File: src/rtl/mat_pkg.sv
// Shared defaults, controller state encoding and saturation limits for
// the row-serial matrix-add datapath.
package mat_pkg;

    localparam int DEF_DATA_LEN = 32;
    localparam int DEF_K        = 8;
    localparam int DEF_M        = 8;

    typedef enum logic [1:0] {
        IDLE  = 2'd0,
        RUN   = 2'd1,
        DRAIN = 2'd2
    } state_t;

    // Signed clamp limits at the default element width
    localparam logic [DEF_DATA_LEN-1:0] SAT_MAX = {1'b0, {(DEF_DATA_LEN-1){1'b1}}};
    localparam logic [DEF_DATA_LEN-1:0] SAT_MIN = {1'b1, {(DEF_DATA_LEN-1){1'b0}}};

endpackage

File: src/rtl/mat_row_add.sv
// Combinational K-lane signed row adder with optional saturation and a
// per-lane overflow flag.
module mat_row_add
    import mat_pkg::*;
#(
    parameter int DATA_LEN = DEF_DATA_LEN,
    parameter int K        = DEF_K,
    parameter int SATURATE = 0
) (
    input  logic [DATA_LEN*K-1:0] a,
    input  logic [DATA_LEN*K-1:0] b,
    output logic [DATA_LEN*K-1:0] sum,
    output logic [K-1:0]          ovf
);

    localparam logic [DATA_LEN-1:0] LANE_MAX = {1'b0, {(DATA_LEN-1){1'b1}}};
    localparam logic [DATA_LEN-1:0] LANE_MIN = {1'b1, {(DATA_LEN-1){1'b0}}};

    for (genvar i = 0; i < K; i++) begin : g_lane
        logic [DATA_LEN-1:0] ae;
        logic [DATA_LEN-1:0] be;
        logic [DATA_LEN-1:0] s;

        assign ae = a[DATA_LEN*i +: DATA_LEN];
        assign be = b[DATA_LEN*i +: DATA_LEN];
        assign s  = ae + be;

        // Overflow: operands agree in sign but the wrapped sum does not
        assign ovf[i] = (ae[DATA_LEN-1] == be[DATA_LEN-1]) &&
                        (s[DATA_LEN-1] != ae[DATA_LEN-1]);

        assign sum[DATA_LEN*i +: DATA_LEN] =
            ((SATURATE != 0) && ovf[i]) ? (ae[DATA_LEN-1] ? LANE_MIN : LANE_MAX) : s;
    end

endmodule

File: src/rtl/mat_add_seq_ctrl.sv
// Row-serial sequencer: joins A/B row streams, adds them lane-wise and
// emits registered result rows with a last-row tag, busy/done/overflow.
module mat_add_seq_ctrl
    import mat_pkg::*;
#(
    parameter int DATA_LEN = DEF_DATA_LEN,
    parameter int K        = DEF_K,
    parameter int M        = DEF_M,
    parameter int SATURATE = 0,
    parameter int ROW_SIZE = DATA_LEN * K,
    parameter int IDX_W    = (M > 1) ? $clog2(M) : 1
) (
    input  logic                i_clk,
    input  logic                i_rst,
    input  logic                i_start,
    output logic                o_busy,
    output logic                o_done,
    output logic                o_ovf,
    input  logic                i_a_valid,
    input  logic [ROW_SIZE-1:0] i_a_row,
    output logic                o_a_ready,
    input  logic                i_b_valid,
    input  logic [ROW_SIZE-1:0] i_b_row,
    output logic                o_b_ready,
    output logic                o_c_valid,
    output logic [ROW_SIZE-1:0] o_c_row,
    output logic                o_c_last,
    input  logic                i_c_ready,
    output logic [IDX_W-1:0]    o_row_idx
);

    localparam logic [IDX_W-1:0] LAST_IDX = IDX_W'(M - 1);

    state_t              state;
    logic                slot_free;
    logic                fire;
    logic                c_hs;
    logic                is_last_idx;
    logic [ROW_SIZE-1:0] sum_row;
    logic [K-1:0]        lane_ovf;

    mat_row_add #(
        .DATA_LEN (DATA_LEN),
        .K        (K),
        .SATURATE (SATURATE)
    ) u_row_add (
        .a   (i_a_row),
        .b   (i_b_row),
        .sum (sum_row),
        .ovf (lane_ovf)
    );

    // Join both streams only when the output register can take a new row
    always_comb begin
        slot_free   = !o_c_valid || i_c_ready;
        fire        = (state == RUN) && i_a_valid && i_b_valid && slot_free;
        c_hs        = o_c_valid && i_c_ready;
        is_last_idx = (o_row_idx == LAST_IDX);
        o_a_ready   = fire;
        o_b_ready   = fire;
    end

    // Controller state, output row register and status flags
    always_ff @(posedge i_clk) begin
        if (i_rst) begin
            state     <= IDLE;
            o_busy    <= 1'b0;
            o_done    <= 1'b0;
            o_ovf     <= 1'b0;
            o_c_valid <= 1'b0;
            o_c_row   <= '0;
            o_c_last  <= 1'b0;
            o_row_idx <= '0;
        end else begin
            o_done <= 1'b0;

            case (state)
                IDLE: begin
                    if (i_start) begin
                        state     <= RUN;
                        o_busy    <= 1'b1;
                        o_ovf     <= 1'b0;
                        o_row_idx <= '0;
                    end
                end
                RUN: begin
                    if (fire && is_last_idx) begin
                        state <= DRAIN;
                    end
                end
                DRAIN: begin
                    if (c_hs && o_c_last) begin
                        state  <= IDLE;
                        o_busy <= 1'b0;
                        o_done <= 1'b1;
                    end
                end
                default: begin
                    state  <= IDLE;
                    o_busy <= 1'b0;
                end
            endcase

            if (fire) begin
                o_c_row   <= sum_row;
                o_c_valid <= 1'b1;
                o_c_last  <= is_last_idx;
                o_row_idx <= is_last_idx ? '0 : o_row_idx + 1'b1;
                if (|lane_ovf) begin
                    o_ovf <= 1'b1;
                end
            end else if (c_hs) begin
                o_c_valid <= 1'b0;
            end
        end
    end

endmodule

File: config.mk
export PLATFORM = sky130hd
export DESIGN_NAME = mat_add_seq_ctrl
export DESIGN_NICKNAME = d
export VERILOG_FILES = /design/src/rtl/mat_pkg.sv /design/src/rtl/mat_row_add.sv /design/src/rtl/mat_add_seq_ctrl.sv
export SDC_FILE = /design/constraint.sdc
export NUM_CORES = 1
export LEC_CHECK = 0
export ABC_AREA = 1
export ABC_CLOCK_PERIOD_IN_PS = 2800
export CORE_AREA = 5 5 303 305
export CTS_BUF_LIST = sky130_fd_sc_hd__clkbuf_4 sky130_fd_sc_hd__clkbuf_8 sky130_fd_sc_hd__clkbuf_16
export CTS_CLUSTER_SIZE = 14
export DETAILED_ROUTE_END_ITERATION = 10
export DIE_AREA = 0 0 308 310
export GPL_ROUTABILITY_DRIVEN = 0
export SYNTH_ARGS = -nofsm -noshare
export SYNTH_HDL_FRONTEND = slang
export SYNTH_SLANG_ARGS = --single-unit
File: constraint.sdc
create_clock -name i_clk -period 2.8 [get_ports i_clk]
set_input_delay 0.42 -clock i_clk [delete_from_list [all_inputs] [get_ports i_clk]]
set_output_delay 0.42 -clock i_clk [all_outputs]
set_load 0.1 [all_outputs]
Word level (Yosys, flattened, before mapping)
Cells that the tools add are included.
{ "op_classes": {"add_sub_neg": 9, "eq_ne": 22, "muxes": 18, "bitwise_logic": 2, "n_reduce_logical": 25} }
{ "op_table": {"columns": ["op", "n"], "rows": [
  ["$add 32x32->32", 8],
  ["$logic_and 1x1->1", 14],
  ["$mux 3", 4],
  ["$mux 1", 9],
  ["$eq 1x1->1", 8],
  ["$ne 1x1->1", 8],
  ["$reduce_or 8->1", 1],
  ["$mux 2", 3],
  ["$pmux 2 s3", 1],
  ["$reduce_and 3->1", 2],
  ["$reduce_bool 2->1", 3],
  ["$ne 2x2->1 const B", 2],
  ["$add 3x1->3 const B", 1],
  ["$eq 3x3->1 const B", 1],
  ["$pmux 1 s3", 1],
  ["$eq 2x1->1 const B", 1],
  ["$eq 2x2->1 const B", 1],
  ["$logic_not 2->1", 1],
  ["$ne 2x1->1 const B", 1],
  ["$not 1->1", 2],
  ["$reduce_and 2->1", 1],
  ["$reduce_or 2->1", 1],
  ["$logic_not 1->1", 1],
  ["$logic_or 1x1->1", 1]
]} }
{ "totals": {"reg_bits": 266, "elab_cells": 84} }

Depth between registers and ports, before layout
Gate-level depths: netlist (run 1).
{ "depth": {"depth_word": 7, "mapped_depth": 17, "depth_no_buf": 17} }

Hierarchy
A second synthesis (run 1) with hierarchy kept.
{ "hier_totals": {"cells_unflattened": 5155, "area_unflattened_um2": 28021.9} }
{ "modules_own_cells": {"columns": ["module", "instances", "cells_each", "area_each_um2", "seq_area_each_um2"], "rows": [
  ["mat_row_add", 1, 3985, 18775.5, 0.0],
  ["mat_add_seq_ctrl", 1, 1170, 9246.4, 5325.1]
]} }

Worst setup path after synthesis (run 1)
Ideal clock, no wire load.
{ "synth_timing": {"path_kind": "register -> output", "start": "register o_c_valid", "end": "output o_b_ready", "t_arrival_ns": 2.273, "setup_slack_ns": 0.107, "stages_incl_launch_ff": 7, "path_buffers": 3, "cell_sequence": "dfxtp_1 nand2_1 nand4_4 inv_2 buf_2 buf_2 buf_4"} }
{ "synth_via": {"elab_chain_len": 3} }
{ "synth_rtl": {"columns": ["element", "line_no", "rtl"], "rows": [
  ["start: declaration", "mat_add_seq_ctrl.sv:25", "output logic o_c_valid,"],
  ["start signal: assignment", "mat_add_seq_ctrl.sv:70", "o_c_valid <= 1'b0;"],
  ["start signal: assignment", "mat_add_seq_ctrl.sv:106", "o_c_valid <= 1'b1;"],
  ["start signal: assignment", "mat_add_seq_ctrl.sv:113", "o_c_valid <= 1'b0;"],
  ["$logic_not 1->1", "mat_add_seq_ctrl.sv:55", "slot_free = !o_c_valid || i_c_ready;"],
  ["$logic_or 1x1->1", "mat_add_seq_ctrl.sv:55", null],
  ["$logic_and 1x1->1", "mat_add_seq_ctrl.sv:56", "fire = (state == RUN) && i_a_valid && i_b_valid && slot_free;"],
  ["end: declaration", "mat_add_seq_ctrl.sv:24", "output logic o_b_ready,"]
]} }
Every way passes these cells.

Worst setup path in the final report (run 1)
{ "layout_timing": {"start": "input i_b_row[227]", "end": "register o_ovf"} }
{ "layout_via": {"elab_chain_len": 6} }
{ "layout_rtl": {"columns": ["element", "line_no", "rtl"], "rows": [
  ["start: declaration", "mat_add_seq_ctrl.sv:23", "input logic [ROW_SIZE-1:0] i_b_row,"],
  ["$add 32x32->32", "mat_row_add.sv:26", "assign s = ae + be;"],
  ["$ne 1x1->1", "mat_row_add.sv:30", "(s[DATA_LEN-1] != ae[DATA_LEN-1]);"],
  ["$logic_and 1x1->1", "mat_row_add.sv:29", "assign ovf[i] = (ae[DATA_LEN-1] == be[DATA_LEN-1]) &&"],
  ["$reduce_or 8->1", "mat_add_seq_ctrl.sv:109", "if (|lane_ovf) begin"],
  ["$mux 1", "mat_add_seq_ctrl.sv:109", null],
  ["$mux 1", "mat_add_seq_ctrl.sv:104", "if (fire) begin"],
  ["end signal: assignment", "mat_add_seq_ctrl.sv:69", "o_ovf <= 1'b0;"],
  ["end signal: assignment", "mat_add_seq_ctrl.sv:82", "o_ovf <= 1'b0;"],
  ["end signal: assignment", "mat_add_seq_ctrl.sv:110", "o_ovf <= 1'b1;"],
  ["end: declaration", "mat_add_seq_ctrl.sv:18", "output logic o_ovf,"]
]} }
Every way passes these cells.
A chain may end at the register's enable or synchronous reset.

==> key figures, run 1 <==
CTS
  – Cts-stage hold buffer count: 0
  – Post_cts resized: 0
  – Max H-tree Level: 2
  – Clock buffer depth: 3
  – Worst-skew pair later-pin latency: 0.55 ns
  – Clk slew on worst S/H paths: 0.06 ns
  – TritonCTS clock tree: built
  – CTS Sinks: 266
  – Post CTS Setup Buffer Count: 0
  – Root Buffer: clkbuf_16
  – TritonCTS Buffers: 41

Global routing
  – Global-route wire length before repair: 168 mm
  – Met2 Track Usage GR: 0.399
  – GR peak layer: met2
  – Initial antenna violation count: 16
  – Total global routing overflow: 0
  – GRT met3 Usage: 0.0675
  – Largest net degree at the start of global routing: 130
  – GRT Util Overall: 0.225
  – Number of global-route vias before repair: 28491
  – GR Layer Usage met1: 0.262

STA
  – Fmax: 407 MHz
  – Finish-stage setup viols: 0
  – Max transition margin: 0.485
  – Minimum clock period: 2.46 ns
  – Final clock skew: 0.00904 ns
  – Final hold violation count: 0
  – Fin. max-slew vios: 0
  – Final worst-path cycle share: 0.877
  – Slew @ Worst Pin: 0.772 ns
  – RSZ-0062 raised after global routing: false

Synth
  – Proportion of synthesized area in mux cells: 0
  – FFs w/ async S/R, synth: 0
  – Post-synthesis simple-gate area fraction: 0.246
  – Main combinational cell family by area after synthesis: simple AND/OR/NAND/NOR gates
  – Post-synthesis average cell area: 6.49 sq um
  – Adder-cell share of the synthesized area: 0.133
  – Cell variety after synth: 51
  – Sequential-to-total area share from yosys stat: 0.215
  – Synth Instances: 3811
  – Synth warn: 0
  – Number of flops mapped to enable cells by yosys: 0
  – Synthesis-stage register bit count: 266
  – Compound-Gate Fraction of Synth Area: 0.243
  – Xor and xnor fraction of the mapped netlist area: 0.0620
  – Main synth FF type: dfxtp_1
  – Post-synth net total: 4587
  – Post-synthesis cell area: 24700 sq um

Finish
  – Final Util: 0.416
  – Layout cells sized above 1: 0.157
  – Nets: 5654
  – Most frequent cells in the layout: 876 x nand2_1, 580 x buf_4, 554 x inv_1
  – Most common cell after layout, fill and taps aside: nand2_1
  – Fill cell count: 9473
  – Area grow syn2layout: 49.9%

Power and ir drop
  – Peak supply drop: 400 uV
  – Leakage power total: 18.7 nW
  – Cell Pwr Density: 451 nW/um^2
  – Pwr Total: 0.0167 W

Status
  – Status: complete, no violations

Worst setup path
  – Slowest stage cell, crit path: clkdlybuf4s50_1
  – CP arrival: 2.85 ns
  – CP Cell Sequence: clkdlybuf4s50_1, ha_1, buf_4, nand2_1, nor2_1, nand3_1, nand2_1, nand2_1, nand2_2, nand2_2, nand3_1, nand2_1, inv_1, nand2_1, nor2_1, nand2_1, nand2_1, a21oi_1
  – Critical Path Source Type: primary input
  – Critical path data required time: 3.20 ns
  – Crit Path Max Fanout: 4
  – Most Frequent Cell on Critical Path: nand2_1
  – Max incr delay on CP: 0.45 ns
  – Crit path kind: in -> reg
  – Setup slack, reg-to-reg: 0.77 ns
  – Levels on crit path: 18
  – R2r startpoint: o_c_valid$_SDFFE_PP0P_
  – Setup crit end kind: register
  – Reg2reg path depth: 7
  – R2r endpoint: o_c_row[21]$_SDFFE_PP0P_
  – Crit path max-delay family: simple AND/OR/NAND/NOR gates
  – Crit path buf inv count: 3

Route
  – Via density: 4.76
  – Total wire length: 115 mm
  – Pre-antenna DRT Iters: 8
  – DRC viols: 0
  – Routed via count: 29015
  – Initial DRC count: 1715
  – WL/cell: 18.8 um
  – Post-route ant nets: 0

Hold path
  – WHS Endpoint: o_c_row[176]$_SDFFE_PP0P_
  – Cell count of the worst hold path: 4
  – Min-Delay Startpoint: i_rst
  – Worst min-delay path category: in -> reg

Place
  – Port buffer count: 783
  – Post-detail-place hpwl: 96.0 mm

Die
  – Io pins: 784
  – Die Ht: 310 um
  – Row count: 110
  – Starting density of the core: 0.278
  – Core area: 89000 sq um
  – Die area: 95500 sq um
  – Chip width: 308 um

Flow run
  – MaxCap Viol Count: 0
-- final cells by class --
| class | count | area, sq um | share of cell area |
|---|---|---|---|
| Sequential cell | 266 | 5330 | 0.144 |
| Clock buffer | 55 | 1160 | 0.0312 |
| Tap cell | 1176 | 1470 | 0.0397 |
| Inverter | 566 | 2140 | 0.0576 |
| Timing Repair Buffer | 1110 | 9780 | 0.264 |
| Multi-Input combinational cell | 2893 | 16900 | 0.456 |
| Clock inverter | 17 | 270 | 0.00729 |
| Antenna cell | 9 | 22.5 | 0.000607 |
-- layer usage --
| metal | vias to the layer above | part of all wire | wire length [um] |
|---|---|---|---|
| li1 | 14669 | - | - |
| met1 | 13181 | 0.40 | 45500 |
| met2 | 985 | 0.48 | 54900 |
| met3 | 166 | 0.091 | 10500 |
| met4 | 14 | 0.033 | 3790 |
| met5 | - | 0.00090 | 103 |
-- state kept, by name, indices dropped and copies added, names as in the netlist --
register	cells
o_ovf	1
o_c_row	256
o_c_valid	1
o_row_idx	3
o_c_last	1
o_busy	1
state	2
o_done	1
-- synthesized netlist by cell type (11+ instances only) --
cell type,number,share of area
a21o_1,33,0.010
a21oi_1,315,0.064
a21oi_2,14,0.0050
a31oi_1,23,0.0058
buf_2,28,0.0057
clkbuf_1,51,0.0077
dfxtp_1,266,0.22
ha_1,250,0.13
inv_1,554,0.084
inv_2,11,0.0017
nand2_1,876,0.13
nand2_2,26,0.0066
nand3_1,127,0.026
nand4_1,31,0.0078
nor2_1,309,0.047
nor3_1,53,0.011
nor4_1,15,0.0038
o211ai_1,12,0.0036
o21a_1,46,0.014
o21ai_0,255,0.052
o21ai_1,37,0.0075
o21bai_1,188,0.057
or2_1,11,0.0028
xnor2_1,54,0.019
xor2_1,121,0.043
-- power breakdown --
group / internal (W) / switching (W) / leakage, nW / total, W
Clock: 0.00353 / 0.00204 / 0.715 / 0.00557
Sequential: 0.00395 / 0.0000979 / 2.16 / 0.00405
Combinational: 0.00277 / 0.00432 / 15.8 / 0.00710
Total: 0.0103 / 0.00646 / 18.7 / 0.0167
-- stage by stage --
stage,setup TNS [ns],instances,setup WS (ns),cell area [sq um],hold WS (ns)
after detailed placement,-0.515,6011,-0.222,35600,0.456
final,0,6092,0.343,37100,0.380
after global placement,-0.451,6011,-0.231,35600,0.455
after CTS,0,6083,0.343,37100,0.355
after global routing,0,6085,0.207,37100,0.385
after floorplan,0,3811,0.107,24700,0.469
-- worst reg2reg max path, stage by stage, from the launching register on --
cell	delay, ns
dfxtp_1	0.47
nand2_1	0.19
nand4_4	0.18
buf_12	0.52
a21oi_1	0.23
o21ai_0	0.24
nand2_1	0.09
inv_1	0.07
-- worst max path at each step --
| stage | startpoint | end |
|---|---|---|
| 4_1_cts | o_c_valid$_SDFFE_PP0P_ | o_b_ready |
| 3_3_place_gp | i_b_row[222] | o_ovf$_SDFF_PP0_ |
| 2_1_floorplan | o_c_valid$_SDFFE_PP0P_ | o_b_ready |
| 6_report | i_b_row[227] | o_ovf$_SDFF_PP0_ |
| 5_1_grt | i_a_row[242] | o_ovf$_SDFF_PP0_ |
| 3_5_place_dp | i_a_row[201] | o_ovf$_SDFF_PP0_ |
-- cell families (layout without fill, tap and decap cells) --
logic type | count (synthesis) | in the layout
adders and majority gates | 258 | 258
other | 0 | 9
and+or+nand+nor | 1476 | 1476
buffers and inverters | 652 | 1748
AOI/OAI and AO/OA | 984 | 984
xor gates and xnor gates | 175 | 175
DFF | 266 | 266
Power figures use the tool's default switching activity.
==> inputs of run 2 (changes only) <==
CAP_MARGIN = 20   (was default)
CTS_CLUSTER_SIZE = 28   (was 14)
==> results of run 2 <==
The final DEF is identical to that of run 1; final timing and power are the same.
